**src/rtl/acc_cmd_pkg.sv**
```systemverilog
// Shared types and constants for the accumulator command decoder.
// The optional payload timeout is controlled by the ACC_CMD_TIMEOUT_EN macro
// (see acc_cmd_decoder.sv); the package itself does not depend on it.
package acc_cmd_pkg;

    // Opcode carried in bits [2:0] of an opcode byte; codes 6 and 7 are illegal.
    typedef enum logic [2:0] {
        OP_NOP  = 3'd0,
        OP_CLR  = 3'd1,
        OP_SET  = 3'd2,
        OP_LOAD = 3'd3,
        OP_ADD  = 3'd4,
        OP_INC  = 3'd5
    } opcode_e;

    // Decoder state: waiting for an opcode, or collecting LOAD/ADD payload bytes.
    typedef enum logic {
        IDLE    = 1'b0,
        PAYLOAD = 1'b1
    } state_e;

    // Opcode bits that must be zero for a byte to be a legal opcode.
    localparam logic [7:0] OPC_RSVD_MASK = 8'hF8;

    // True when the byte is one of the six defined opcodes.
    function automatic logic opc_is_legal(input logic [7:0] b);
        return ((b & OPC_RSVD_MASK) == 8'h00) && (b[2:0] <= 3'd5);
    endfunction

endpackage

```
**src/rtl/acc_cmd_timeout.sv**
```systemverilog
// Payload idle timer: counts cycles while i_cnt is high, clears on i_clr.
// o_expire fires combinationally on the cycle the count reaches TIMEOUT-1
// with counting still requested, so the caller can abort in that cycle.
module acc_cmd_timeout #(
    parameter int TIMEOUT = 1000
) (
    input  logic i_clk,
    input  logic i_reset,
    input  logic i_clr,
    input  logic i_cnt,
    output logic o_expire
);

    localparam int CW = $clog2(TIMEOUT + 1);

    logic [CW-1:0] cnt_q;

    assign o_expire = i_cnt && (cnt_q == CW'(TIMEOUT - 1));

    // Idle counter; clear has priority so an arriving byte always restarts it.
    always_ff @(posedge i_clk) begin
        if (i_reset || i_clr) begin
            cnt_q <= '0;
        end else if (i_cnt) begin
            cnt_q <= cnt_q + 1'b1;
        end
    end

endmodule

```
**src/rtl/acc_cmd_decoder.sv**
```systemverilog
// Byte-stream command decoder feeding the W-bit accumulator.
// Opcode bytes produce one-cycle clr/set/inc/err strobes; LOAD/ADD collect
// NB = ceil(W/8) payload bytes MSB-first, then update o_val and pulse load/add.
// Define ACC_CMD_TIMEOUT_EN to abort a stalled payload after TIMEOUT idle cycles.
module acc_cmd_decoder
    import acc_cmd_pkg::*;
#(
    parameter int W       = 16,
    parameter int TIMEOUT = 1000
) (
    input  logic         i_clk,
    input  logic         i_reset,
    input  logic         i_stb,
    input  logic [7:0]   i_byte,
    output logic         o_clr,
    output logic         o_set,
    output logic         o_load,
    output logic         o_add,
    output logic         o_inc,
    output logic [W-1:0] o_val,
    output logic         o_err,
    output logic         o_busy
);

    localparam int NB  = (W + 7) / 8;
    // Only the earlier NB-1 bytes need storage; the final byte is used live.
    localparam int SRW = (NB > 1) ? (NB - 1) * 8 : 8;
    localparam int BCW = (NB > 1) ? $clog2(NB) : 1;

    state_e           state_q;
    opcode_e          op_q;
    logic [BCW-1:0]   bcnt_q;
    logic [SRW-1:0]   sr_q;
    logic [NB*8-1:0]  word_d;
    logic             expire;
    logic             last_byte;

    // Assembled word if the current byte is shifted in (first byte ends up on top).
    generate
        if (NB == 1) begin : g_word_nb1
            assign word_d = i_byte;
        end else begin : g_word_nbn
            assign word_d = {sr_q, i_byte};
        end
    endgenerate

    assign last_byte = (bcnt_q == BCW'(NB - 1));
    assign o_busy    = (state_q == PAYLOAD);

`ifdef ACC_CMD_TIMEOUT_EN
    logic tmr_cnt;
    logic tmr_clr;

    assign tmr_cnt = (state_q == PAYLOAD) && !i_stb;
    assign tmr_clr = (state_q != PAYLOAD) || i_stb;

    acc_cmd_timeout #(
        .TIMEOUT (TIMEOUT)
    ) u_timeout (
        .i_clk    (i_clk),
        .i_reset  (i_reset),
        .i_clr    (tmr_clr),
        .i_cnt    (tmr_cnt),
        .o_expire (expire)
    );
`else
    assign expire = 1'b0;
`endif

    // Command FSM with registered strobes; strobes default low every cycle.
    always_ff @(posedge i_clk) begin
        if (i_reset) begin
            state_q <= IDLE;
            op_q    <= OP_NOP;
            bcnt_q  <= '0;
            sr_q    <= '0;
            o_val   <= '0;
            o_clr   <= 1'b0;
            o_set   <= 1'b0;
            o_load  <= 1'b0;
            o_add   <= 1'b0;
            o_inc   <= 1'b0;
            o_err   <= 1'b0;
        end else begin
            o_clr  <= 1'b0;
            o_set  <= 1'b0;
            o_load <= 1'b0;
            o_add  <= 1'b0;
            o_inc  <= 1'b0;
            o_err  <= 1'b0;
            case (state_q)
                IDLE: begin
                    if (i_stb) begin
                        if (!opc_is_legal(i_byte)) begin
                            o_err <= 1'b1;
                        end else begin
                            case (opcode_e'(i_byte[2:0]))
                                OP_CLR: o_clr <= 1'b1;
                                OP_SET: o_set <= 1'b1;
                                OP_INC: o_inc <= 1'b1;
                                OP_LOAD, OP_ADD: begin
                                    op_q    <= opcode_e'(i_byte[2:0]);
                                    bcnt_q  <= '0;
                                    state_q <= PAYLOAD;
                                end
                                default: ;
                            endcase
                        end
                    end
                end
                PAYLOAD: begin
                    if (i_stb) begin
                        sr_q <= word_d[SRW-1:0];
                        if (last_byte) begin
                            o_val   <= word_d[W-1:0];
                            o_load  <= (op_q == OP_LOAD);
                            o_add   <= (op_q == OP_ADD);
                            state_q <= IDLE;
                        end else begin
                            bcnt_q <= bcnt_q + 1'b1;
                        end
                    end else if (expire) begin
                        // Stalled payload: drop the partial word and flag it.
                        o_err   <= 1'b1;
                        state_q <= IDLE;
                    end
                end
                default: state_q <= IDLE;
            endcase
        end
    end

endmodule

```
**config.mk**
```make
export PLATFORM = sky130hd
export DESIGN_NAME = acc_cmd_decoder
export DESIGN_NICKNAME = d
export VERILOG_FILES = /design/src/rtl/acc_cmd_pkg.sv /design/src/rtl/acc_cmd_timeout.sv /design/src/rtl/acc_cmd_decoder.sv
export SDC_FILE = /design/constraint.sdc
export NUM_CORES = 1
export LEC_CHECK = 0
export CORE_MARGIN = 2
export CORE_UTILIZATION = 41
export DETAILED_ROUTE_END_ITERATION = 8
export PLACE_DENSITY = 0.83
export SLEW_MARGIN = 20
export SYNTH_ARGS = -nofsm -noshare
export SYNTH_HDL_FRONTEND = slang
export SYNTH_HIERARCHICAL = 1
export SYNTH_SLANG_ARGS = --single-unit
```
**constraint.sdc**
```tcl
create_clock -name i_clk -period 1.6 [get_ports i_clk]
set_clock_uncertainty 0.1 [all_clocks]
set_input_delay 0.32 -clock i_clk [delete_from_list [all_inputs] [get_ports i_clk]]
set_output_delay 0.32 -clock i_clk [all_outputs]
set_load 0.02 [all_outputs]
```
Yosys cells after proc, flatten, opt, wreduce, memory -nomap -nowiden
Cells that the tools add are included.
- output and inout bits: 23
- bits of input ports: 11
- bits in registers: 35
- word-level logic and storage cells: 55
- add/sub/neg operators: 1
- bitwise operators: 4
- reductions and logical operators: 9
- magnitude comparators: 1
- multiplexer cells: 18
- eq/ne operators: 11
- operator list (kind ; count):
    two-way mux 1 bit ; 15
    == test 3 x 2 -> 1 bit (second input constant) ; 3
    == test 3 bit (second input constant) ; 3
    logical NOT 8 bit ; 1
    AND reduction 4 bit ; 2
    OR reduction 4 bit ; 2
    inequality test 2 bit (second input constant) ; 3
    one-hot mux 1 bit (2 select lines) ; 3
    NOT 1 bit ; 4
    == test 3 x 1 -> 1 bit (second input constant) ; 1
    less-or-equal comparator 3 bit (second input constant) ; 1
    AND reduction 3 bit ; 1
    inequality test 2 x 1 -> 1 bit (second input constant) ; 1
    AND reduction 2 bit ; 1
    OR reduction 2 bit ; 1
    adder 1 bit (second input constant) ; 1
    logical AND 1 bit ; 1

Depth between registers and ports, before layout
Gate-level depths: netlist of the first run.
- depth after elaboration: 6
- mapped depth: 7
- gate-level depth less buffers: 4

Worst setup path before layout of the first run
OpenSTA, ideal clock, no wires.
- kind: register to register
- from: reg state_q, in the netlist o_busy
- to: reg o_val[0]
- data arrival time: 1.526 ns
- library setup time: 0.059 ns
- cell stages (with the launch flop): 8
- clock period less this slack: 1.685 ns
- setup slack: -0.085 ns
- data required time: 1.441 ns
- buffers on the path: 4
- path through: dfxtp_1 -> buf_2 -> and2_1 -> buf_2 -> and3_1 -> buf_2 -> buf_2 -> a22o_1
- cells in the longest elaborated chain, start to end: 1
- RTL lines (item ; RTL line ; source):
    start: declaration ; acc_cmd_decoder.sv:30 ; state_e state_q;
    start signal: assignment ; acc_cmd_decoder.sv:73 ; state_q <= IDLE;
    start signal: assignment ; acc_cmd_decoder.sv:104 ; state_q <= PAYLOAD;
    start signal: assignment ; acc_cmd_decoder.sv:118 ; state_q <= IDLE;
    AND reduction 3 bit (no line) ; -- ;
    end signal: assignment ; acc_cmd_decoder.sv:115 ; o_val <= word_d[W-1:0];
    end: declaration ; acc_cmd_decoder.sv:20 ; output logic [W-1:0] o_val,
Every way passes these cells.
A chain may end at the register's enable or synchronous reset.

Worst setup path after layout of the first run
- from: reg state_q, in the netlist o_busy
- to: out o_busy
- RTL lines (item ; RTL line ; source):
    end: declaration ; acc_cmd_decoder.sv:22 ; output logic o_busy
No word-level cell between the ends.

==> flow_summary.json, run 1 <==
{
  "status": "finished, violations left",
  "violations": "DRC",
  "avgSynthCellArea_um2": 10.5,
  "leakage_nw": 0.802,
  "cts_buffers": 5,
  "start_kind": "flop",
  "cts.sinks": 35,
  "powerDensity_nw_per_um2": 826,
  "ys.warnings.count": 6,
  "peakVddDrop_mv": 0.600,
  "synth_top_family_by_area": "compound AO/OA/AOI/OAI gates",
  "start_util_pct": 43.6,
  "path_delay_family": "flip-flops",
  "cts.clk_slew.worst_paths_ns": 0.10,
  "antenna_cells": 0,
  "end_kind": "output pin",
  "grt_remaining_overflow": 0,
  "place.gp.congestion": 0.865,
  "mostFrequentLayoutCells": "dfxtp_1, dlygate4sd2_1, nand2_1, buf_4, a22o_1",
  "ios": 34,
  "design_area_um2": 1720,
  "cts_hold_buffers": 0,
  "htreeDepth": 2,
  "antenna_left": 0,
  "root_buffer": "clkbuf_4",
  "rsz0062_at_grt": "false",
  "period_needed_ns": 1.54,
  "yosys.area_share.xor_xnor_pct": 0,
  "muxShareOfSynthArea_pct": 0,
  "die-area_um2": 3440,
  "syn_inst": 116,
  "critPathKind": "flop to output pin",
  "drc": 3,
  "crit_buf_inv": 1,
  "cp.required_ns": 1.18,
  "synth_area_leader_cell": "dfxtp_1",
  "layout-drive-gt1-share_pct": 22.9,
  "period_share_pct": 96.5,
  "vias": 1048,
  "final_util_pct": 61.2,
  "max-cap-violations": 0,
  "arrival_ns": 1.12,
  "grt_pass1_wl_um": 4950,
  "io_buffers": 33,
  "clk_path_buf_depth": 2,
  "row_count": 19,
  "synth_compound_area_share_pct": 22.0,
  "pre_cts_slack_ns": -0.556,
  "synthesis.area_um2": 1220,
  "drt_wl_total_um": 2860,
  "async_reset_ff_share_pct": 0,
  "grt_max_degree": 12,
  "die_x_um": 58.6,
  "wl_per_cell_um": 14.2,
  "grtUsageTotal_pct": 19.3,
  "finalMaxSlewViolations": 0,
  "fmax_mhz": 648,
  "yosys.area_share.simple_pct": 16.9,
  "die_h_um": 58.6,
  "crit_fanout": 10,
  "synth_area_leaders": "dfxtp_1, a22o_1, nand2_1",
  "yosys_register_bits": 35,
  "cts_tree": "done",
  "ys.flop_type": "dfxtp_1",
  "dp_hpwl_um": 2110,
  "crit_chain": "dlygate4sd2_1",
  "hold_viol": 0,
  "setup_ws_ns": 0.0558,
  "layout_commonest_cell": "dfxtp_1",
  "synth_edf_count": 0,
  "synth_top_area_share_pct": 57.3,
  "slowest_delay_ns": 0.43,
  "hp-class": "primary input to flop",
  "drt_iter0_drc": 16,
  "grt_antenna_before_repair": 0,
  "core-area_um2": 2810,
  "synthAdderAreaFrac_pct": 0,
  "clk_latency_ns": 0.33,
  "avgViaCountPerCell": 5.21,
  "grt_pass1_vias": 1130,
  "worstMarginPinSlew_ns": 0.322,
  "synth.yosys.seq_area_share_pct": 57.3,
  "first_pass_iters": 6,
  "synth_nets": 127,
  "placed_area_um2": 1690,
  "setup_viol": 0,
  "cpMaxStageDelayCell": "dfxtp_2",
  "synthDistinctLibCells": 27,
  "final_nets": 180,
  "area_growth_pct": 40.3,
  "slew_headroom_pct": 78.5
}
[final cells by class]
class	instances	area, um2
Clock buffer	5	37.5
Clock inverter	3	15.0
Fill cell	251	1090
Inverter	2	7.51
Multi-Input combinational cell	72	479
Sequential cell	35	702
Tap cell	31	38.8
Timing Repair Buffer	53	437
[cell usage after synthesis, types with 2 or more instances]
| cell type | instances |
|---|---|
| and3_1 | 2 |
| nand2_1 | 20 |
| inv_1 | 2 |
| nor4b_1 | 3 |
| nor2_1 | 4 |
| dfxtp_1 | 35 |
| buf_2 | 5 |
| a22o_1 | 16 |
| a21oi_1 | 10 |
| o311ai_0 | 2 |
[cells by family (layout without fill, tap and decap cells)]
logic type,after synthesis,after routing
flops,35,35
buf+inv,9,63
compound gates,34,34
simple gates,38,38
[path summary, 6_finish.rpt]
kind | from | to | slack, ns | cells after the start
setup / recovery | o_busy | o_busy | 0.06 | 1
hold / removal | i_byte[2] | sr_q[2] | 0.18 | 3
hold reg to reg | sr_q[3] | sr_q[3] | 0.36 | 2
setup reg to reg | o_busy | o_load | 0.21 | 4
[metrics by stage]
stage	hold WS (ns)	TNS (ns)	cells	total power (W)
final	0.175	0	201	0.00142
after CTS	0.339	0	201	0.00143
after detailed placement	0.345	-7.48	191	0.000995
after floorplan	0.296	0	116	0.000925
after global routing	0.201	0	201	0.00146
after global placement	0.345	-6.17	191	0.000991
[sequential cells by signal (all words and copies together), names as in the netlist]
| name | count |
|---|---|
| o_add | 1 |
| sr_q | 8 |
| bcnt_q | 1 |
| o_load | 1 |
| op_q | 3 |
| o_inc | 1 |
| o_val | 16 |
| o_set | 1 |
| o_err | 1 |
| o_busy | 1 |
| o_clr | 1 |
[per-layer routing]
layer	GRT usage, %	part of all wire (%)
met5	0	0
met4	12.7	2.9
met3	5.05	5.6
met2	32.6	49
met1	21.4	42
[timing repair]
item                                    in CTS  in global routing
setup buffers                                2                  0
endpoints found under the setup margin      31                  4
cloned                                       0                  0
pin swaps                                    2                  2
gates resized for setup                     29                  5
[power breakdown]
part	switching, W	internal [W]
clock	0.000284	0.000163
combinational	0.0000492	0.0000480
sequential	0.000000738	0.000872
total	0.000334	0.00108
Note: power is estimated with default switching activity, not from simulation.
==> run 2, diff against run 1 <==
--- a/config.mk
+++ b/config.mk
@@ -5,10 +5,11 @@
 export SDC_FILE = /design/constraint.sdc
 export NUM_CORES = 1
 export LEC_CHECK = 0
+export CORE_ASPECT_RATIO = 0.75
 export CORE_MARGIN = 2
-export CORE_UTILIZATION = 41
+export CORE_UTILIZATION = 46
 export DETAILED_ROUTE_END_ITERATION = 8
-export PLACE_DENSITY = 0.83
+export PLACE_DENSITY = 0.87
 export SLEW_MARGIN = 20
 export SYNTH_ARGS = -nofsm -noshare
 export SYNTH_HDL_FRONTEND = slang
==> constraint.sdc (replaced) <==
create_clock -name i_clk -period 1.7 [get_ports i_clk]
set_clock_uncertainty 0.1 [all_clocks]
set_input_delay 0.34 -clock i_clk [delete_from_list [all_inputs] [get_ports i_clk]]
set_output_delay 0.34 -clock i_clk [all_outputs]
set_load 0.02 [all_outputs]
==> flow_summary.json, run 2 (synthesized netlist as in run 1, its figures left out) <==
{
  "largest_register_ffs": 16,
  "peakVddDrop_mv": 0.606,
  "grtUsageTotal_pct": 21.9,
  "ff2ff_path_depth": 5,
  "htreeDepth": 2,
  "slowest_delay_ns": 0.54,
  "drc": 0,
  "grt_pass1_vias": 1107,
  "root_buffer": "clkbuf_4",
  "cts.clk_slew.worst_paths_ns": 0.10,
  "grt_antenna_before_repair": 0,
  "layout_commonest_cell": "dfxtp_1",
  "hold_viol": 0,
  "status": "finished clean",
  "powerDensity_nw_per_um2": 855,
  "cts_hold_buffers": 0,
  "cts_tree": "done",
  "slew_headroom_pct": 78.6,
  "antenna_cells": 0,
  "hp-class": "primary input to flop",
  "crit_fanout": 4,
  "vias": 1088,
  "drt_iter0_drc": 53,
  "io_buffers": 33,
  "holdWs_ns": 0.348,
  "final_nets": 185,
  "hold_end": "sr_q[6]",
  "avgViaCountPerCell": 5.16,
  "start_kind": "primary input",
  "drt_wl_total_um": 3010,
  "post-cts-setup-buffer-count": 0,
  "clk_path_buf_depth": 2,
  "antenna_left": 0,
  "grt_remaining_overflow": 0,
  "startpoint": "i_byte[0]",
  "die-area_um2": 3090,
  "n_fill_cell": 226,
  "worstMarginPinSlew_ns": 0.321,
  "r2r-end": "o_load",
  "grt_max_degree": 12,
  "largestRegisters": "o_val: 16 flops, sr_q: 8 flops, op_q: 3 flops",
  "clk_latency_ns": 0.35,
  "wl_per_cell_um": 14.3,
  "cts.sinks": 35,
  "start_util_pct": 47.8,
  "arrival_ns": 1.81,
  "critPathKind": "primary input to flop",
  "dp_hpwl_um": 2270,
  "fin_tns_setup_ns": 0,
  "setup_viol": 0,
  "row_count": 16,
  "regMostFlops": "o_val",
  "place.gp.congestion": 0.946,
  "area_growth_pct": 48.3,
  "mostFrequentLayoutCells": "dfxtp_1, dlygate4sd2_1, buf_4",
  "crit_buf_inv": 1,
  "power_w": 0.00155,
  "leakage_nw": 0.853,
  "holdPathStages": 4,
  "path_delay_family": "simple AND/OR/NAND/NOR gates",
  "ios": 34,
  "die_h_um": 48.7,
  "period_needed_ns": 1.62,
  "grt_pass1_wl_um": 5110,
  "first_pass_iters": 4,
  "max-cap-violations": 0,
  "min_from": "i_byte[6]",
  "rr_startpoint": "o_busy",
  "cts_buffers": 5,
  "die_x_um": 63.6,
  "layout-drive-gt1-share_pct": 23.4,
  "period_share_pct": 95.1,
  "ff2ff_setup_slack_ns": 0.27,
  "crit_chain": "clkdlybuf4s50_1, and3b_2, o21ai_1, or4_1, a21oi_1",
  "fmax_mhz": 618,
  "core-area_um2": 2560,
  "end_kind": "flop",
  "cpMaxStageDelayCell": "clkdlybuf4s50_1",
  "rsz0062_at_grt": "false",
  "finalMaxSlewViolations": 0,
  "cp.required_ns": 1.89
}
-- run 2: cell count changes in the layout (fill, tap and decap cells not counted), sizes merged, moves of 2 or more --
| cell | previous run | this run |
|---|---|---|
| buf | 20 | 25 |
| clkdlybuf4s50 | 4 | 6 |
| clkinv | 3 | 1 |
| dlygate4sd2 | 27 | 25 |
| dlymetal6s2s | 0 | 2 |
-- run 2: per-stage QoR --
step / util [%] / cell area, um2 / std cells / worst slack, ns
floorplan: - / 1220 / 116 / 0.0152
global placement: 68.2 / 1750 / 203 / -0.384
detailed placement: 68.2 / 1750 / 203 / -0.445
CTS: 70.3 / 1800 / 211 / 0.00360
global route: 70.8 / 1810 / 211 / 0.0262
finish: 70.8 / 1810 / 211 / 0.0830
-- run 2: routing by layer --
metal | global-route usage [%] | routed length [um]
met2 | 36.3 | 1470
met5 | 0 | 0
met4 | 12.7 | 55
met1 | 25.5 | 1280
met3 | 5.81 | 203
-- run 2: tightest hold or removal path: stages --
cell and delay (ns):
dlymetal6s2s_1 0.17, buf_4 0.15, nand2_1 0.05, a21oi_1 0.05
-- run 2: layout make-up --
type                       count  area, um2  area share [%]
timing repair buffer          58        492            27.1
clock inverter                 2       35.0            1.93
clock buffer                   6       51.3            2.83
sequential                    35        701            38.6
multi-input combinational     72        483            26.6
inverter                       2       7.51           0.414
tap                           36       45.0            2.48
-- run 2: worst max path at each step --
stage | end | depth (start not counted)
finish | op_q[2] | 5
global route | op_q[0] | 6
CTS | op_q[0] | 5
detailed placement | op_q[1] | 6
global placement | op_q[1] | 5
floorplan | o_val[0] | 7
-- run 2: power by group --
| group | leakage (nW) | total (W) | switching, W | internal (W) |
|---|---|---|---|---|
| combinational | 0.523 | 0.000104 | 0.0000495 | 0.0000545 |
| sequential | 0.282 | 0.000822 | 0.000000569 | 0.000821 |
| clock | 0.0482 | 0.000626 | 0.000278 | 0.000347 |
-- run 2: repair_timing --
| action | CTS | global route |
|---|---|---|
| pin swaps | 1 | 2 |
| gates cloned | 0 | 0 |
| resized for setup | 26 | 3 |
| endpoints found under the setup margin | 26 | 4 |
==> run 3, diff against run 2 <==
--- a/config.mk
+++ b/config.mk
@@ -5,8 +5,9 @@
 export SDC_FILE = /design/constraint.sdc
 export NUM_CORES = 1
 export LEC_CHECK = 0
+export CAP_MARGIN = 10
 export CORE_ASPECT_RATIO = 0.75
-export CORE_MARGIN = 2
+export CORE_MARGIN = 5
 export CORE_UTILIZATION = 46
 export DETAILED_ROUTE_END_ITERATION = 8
 export PLACE_DENSITY = 0.87
@@ -15,3 +16,4 @@
 export SYNTH_HDL_FRONTEND = slang
 export SYNTH_HIERARCHICAL = 1
 export SYNTH_SLANG_ARGS = --single-unit
+export TNS_END_PERCENT = 10
==> flow_summary.json, run 3 (synthesized netlist as in run 1, its figures left out) <==
{
  "largestRegisters": "o_val: 16 flops, sr_q: 8 flops, op_q: 3 flops",
  "crit_chain": "clkdlybuf4s50_1, and3b_2, o21ai_2, or4_1, a21oi_2",
  "grt_pass1_wl_um": 5110,
  "status": "finished clean",
  "slew_headroom_pct": 76.2,
  "powerDensity_nw_per_um2": 836,
  "peakVddDrop_mv": 0.507,
  "cts_hold_buffers": 0,
  "finalMaxSlewViolations": 0,
  "grt_pass1_vias": 1036,
  "n_fill_cell": 204,
  "leakage_nw": 0.836,
  "first_pass_iters": 4,
  "grtUsageTotal_pct": 18.2,
  "path_delay_family": "simple AND/OR/NAND/NOR gates",
  "row_count": 16,
  "pre_cts_slack_ns": -0.498,
  "cts.clk_slew.worst_paths_ns": 0.12,
  "antenna_left": 0,
  "wl_per_cell_um": 15.1,
  "cts.sinks": 35,
  "placed_area_um2": 1740,
  "drt_iter0_drc": 66,
  "die-area_um2": 3800,
  "cts_tree": "done",
  "hp-class": "primary input to flop",
  "worstMarginPinSlew_ns": 0.352,
  "rsz0062_at_grt": "false",
  "arrival_ns": 1.84,
  "avgViaCountPerCell": 5.37,
  "slowest_delay_ns": 0.53,
  "start_util_pct": 47.4,
  "clk_path_buf_depth": 2,
  "drc": 0,
  "area_growth_pct": 48.3,
  "final_util_pct": 70.3,
  "die_x_um": 69.6,
  "grt_max_degree": 18,
  "drt_wl_total_um": 3150,
  "holdPathStages": 3,
  "design_area_um2": 1810,
  "hold_viol": 0,
  "layout-drive-gt1-share_pct": 23.8,
  "mostFrequentLayoutCells": "dfxtp_1, dlygate4sd2_1, nand2_1, buf_4, a22o_1",
  "max-cap-violations": 0,
  "regMostFlops": "o_val",
  "start_kind": "primary input",
  "cp.required_ns": 1.89,
  "layout_commonest_cell": "dfxtp_1",
  "vias": 1117,
  "dp_hpwl_um": 2290,
  "die_h_um": 54.7,
  "crit_buf_inv": 1,
  "worst-path-stages": 5,
  "cpMaxStageDelayCell": "clkdlybuf4s50_1",
  "fmax_mhz": 606,
  "cts_buffers": 5,
  "ios": 34,
  "setup_viol": 0,
  "core-area_um2": 2580,
  "final_nets": 182,
  "io_buffers": 33,
  "place.gp.congestion": 0.857,
  "crit_fanout": 7,
  "clk_latency_ns": 0.35,
  "grt_antenna_before_repair": 0,
  "largest_register_ffs": 16,
  "antenna_cells": 0,
  "root_buffer": "clkbuf_4",
  "ff2ff_path_depth": 4,
  "setup_ws_ns": 0.0505,
  "holdWs_ns": 0.312,
  "power_w": 0.00152,
  "period_needed_ns": 1.65,
  "period_share_pct": 97.0,
  "grt_remaining_overflow": 0,
  "critPathKind": "primary input to flop",
  "htreeDepth": 2,
  "end_kind": "flop"
}
-- run 3: worst paths after layout --
check	startpoint	to	slack (ns)
worst max-delay path	i_byte[0]	op_q[2]	0.05
worst min-delay path	i_byte[6]	o_val[6]	0.31
worst max register to register	o_busy	o_val[13]	0.32
worst min register to register	sr_q[5]	sr_q[5]	0.38
-- run 3: power breakdown --
part	internal [W]	switching, W	leakage (nW)
clock	0.000309	0.000284	0.0452
sequential	0.000821	0.000000724	0.283
combinational	0.0000535	0.0000487	0.508
total	0.00118	0.000334	0.836
-- run 3: layer usage --
layer / up-vias / GRT usage (%) / wire [um]
met4: 0 / 6.82 / 46
li1: 534 / - / -
met5: - / 0 / 0
met3: 8 / 8.44 / 237
met1: 533 / 20.5 / 1330
met2: 42 / 30.9 / 1540
-- run 3: cell type report --
class	instances	area (um2)	area share, %
multi-input combinational	72	488	26.9
sequential	35	702	38.7
inverter	2	7.51	0.414
clock buffer	5	37.5	2.07
clock inverter	3	43.8	2.41
tap	36	45.0	2.48
timing repair buffer	55	490	27.0
-- run 3: what timing repair did --
item	in CTS	in global routing
hold endpoints to repair	0	0
endpoints found under the setup margin	26	5
pin swaps	2	1
buffers inserted	1	0
resized for setup	28	4
-- run 3: worst reg2reg max path, delay by kind of cell (launching register included) --
family,cells,cell delay [ns]
flip-flops,1,0.43
AND/OR/NAND/NOR,2,0.48
AO/OA/AOI/OAI,1,0.14
buffers and inverters,1,0.17
-- run 3: metrics by stage --
stage,instances,TNS (ns)
global route,208,0
global placement,199,-5.17
finish,208,0
CTS,208,0
detailed placement,199,-5.88
floorplan,116,0
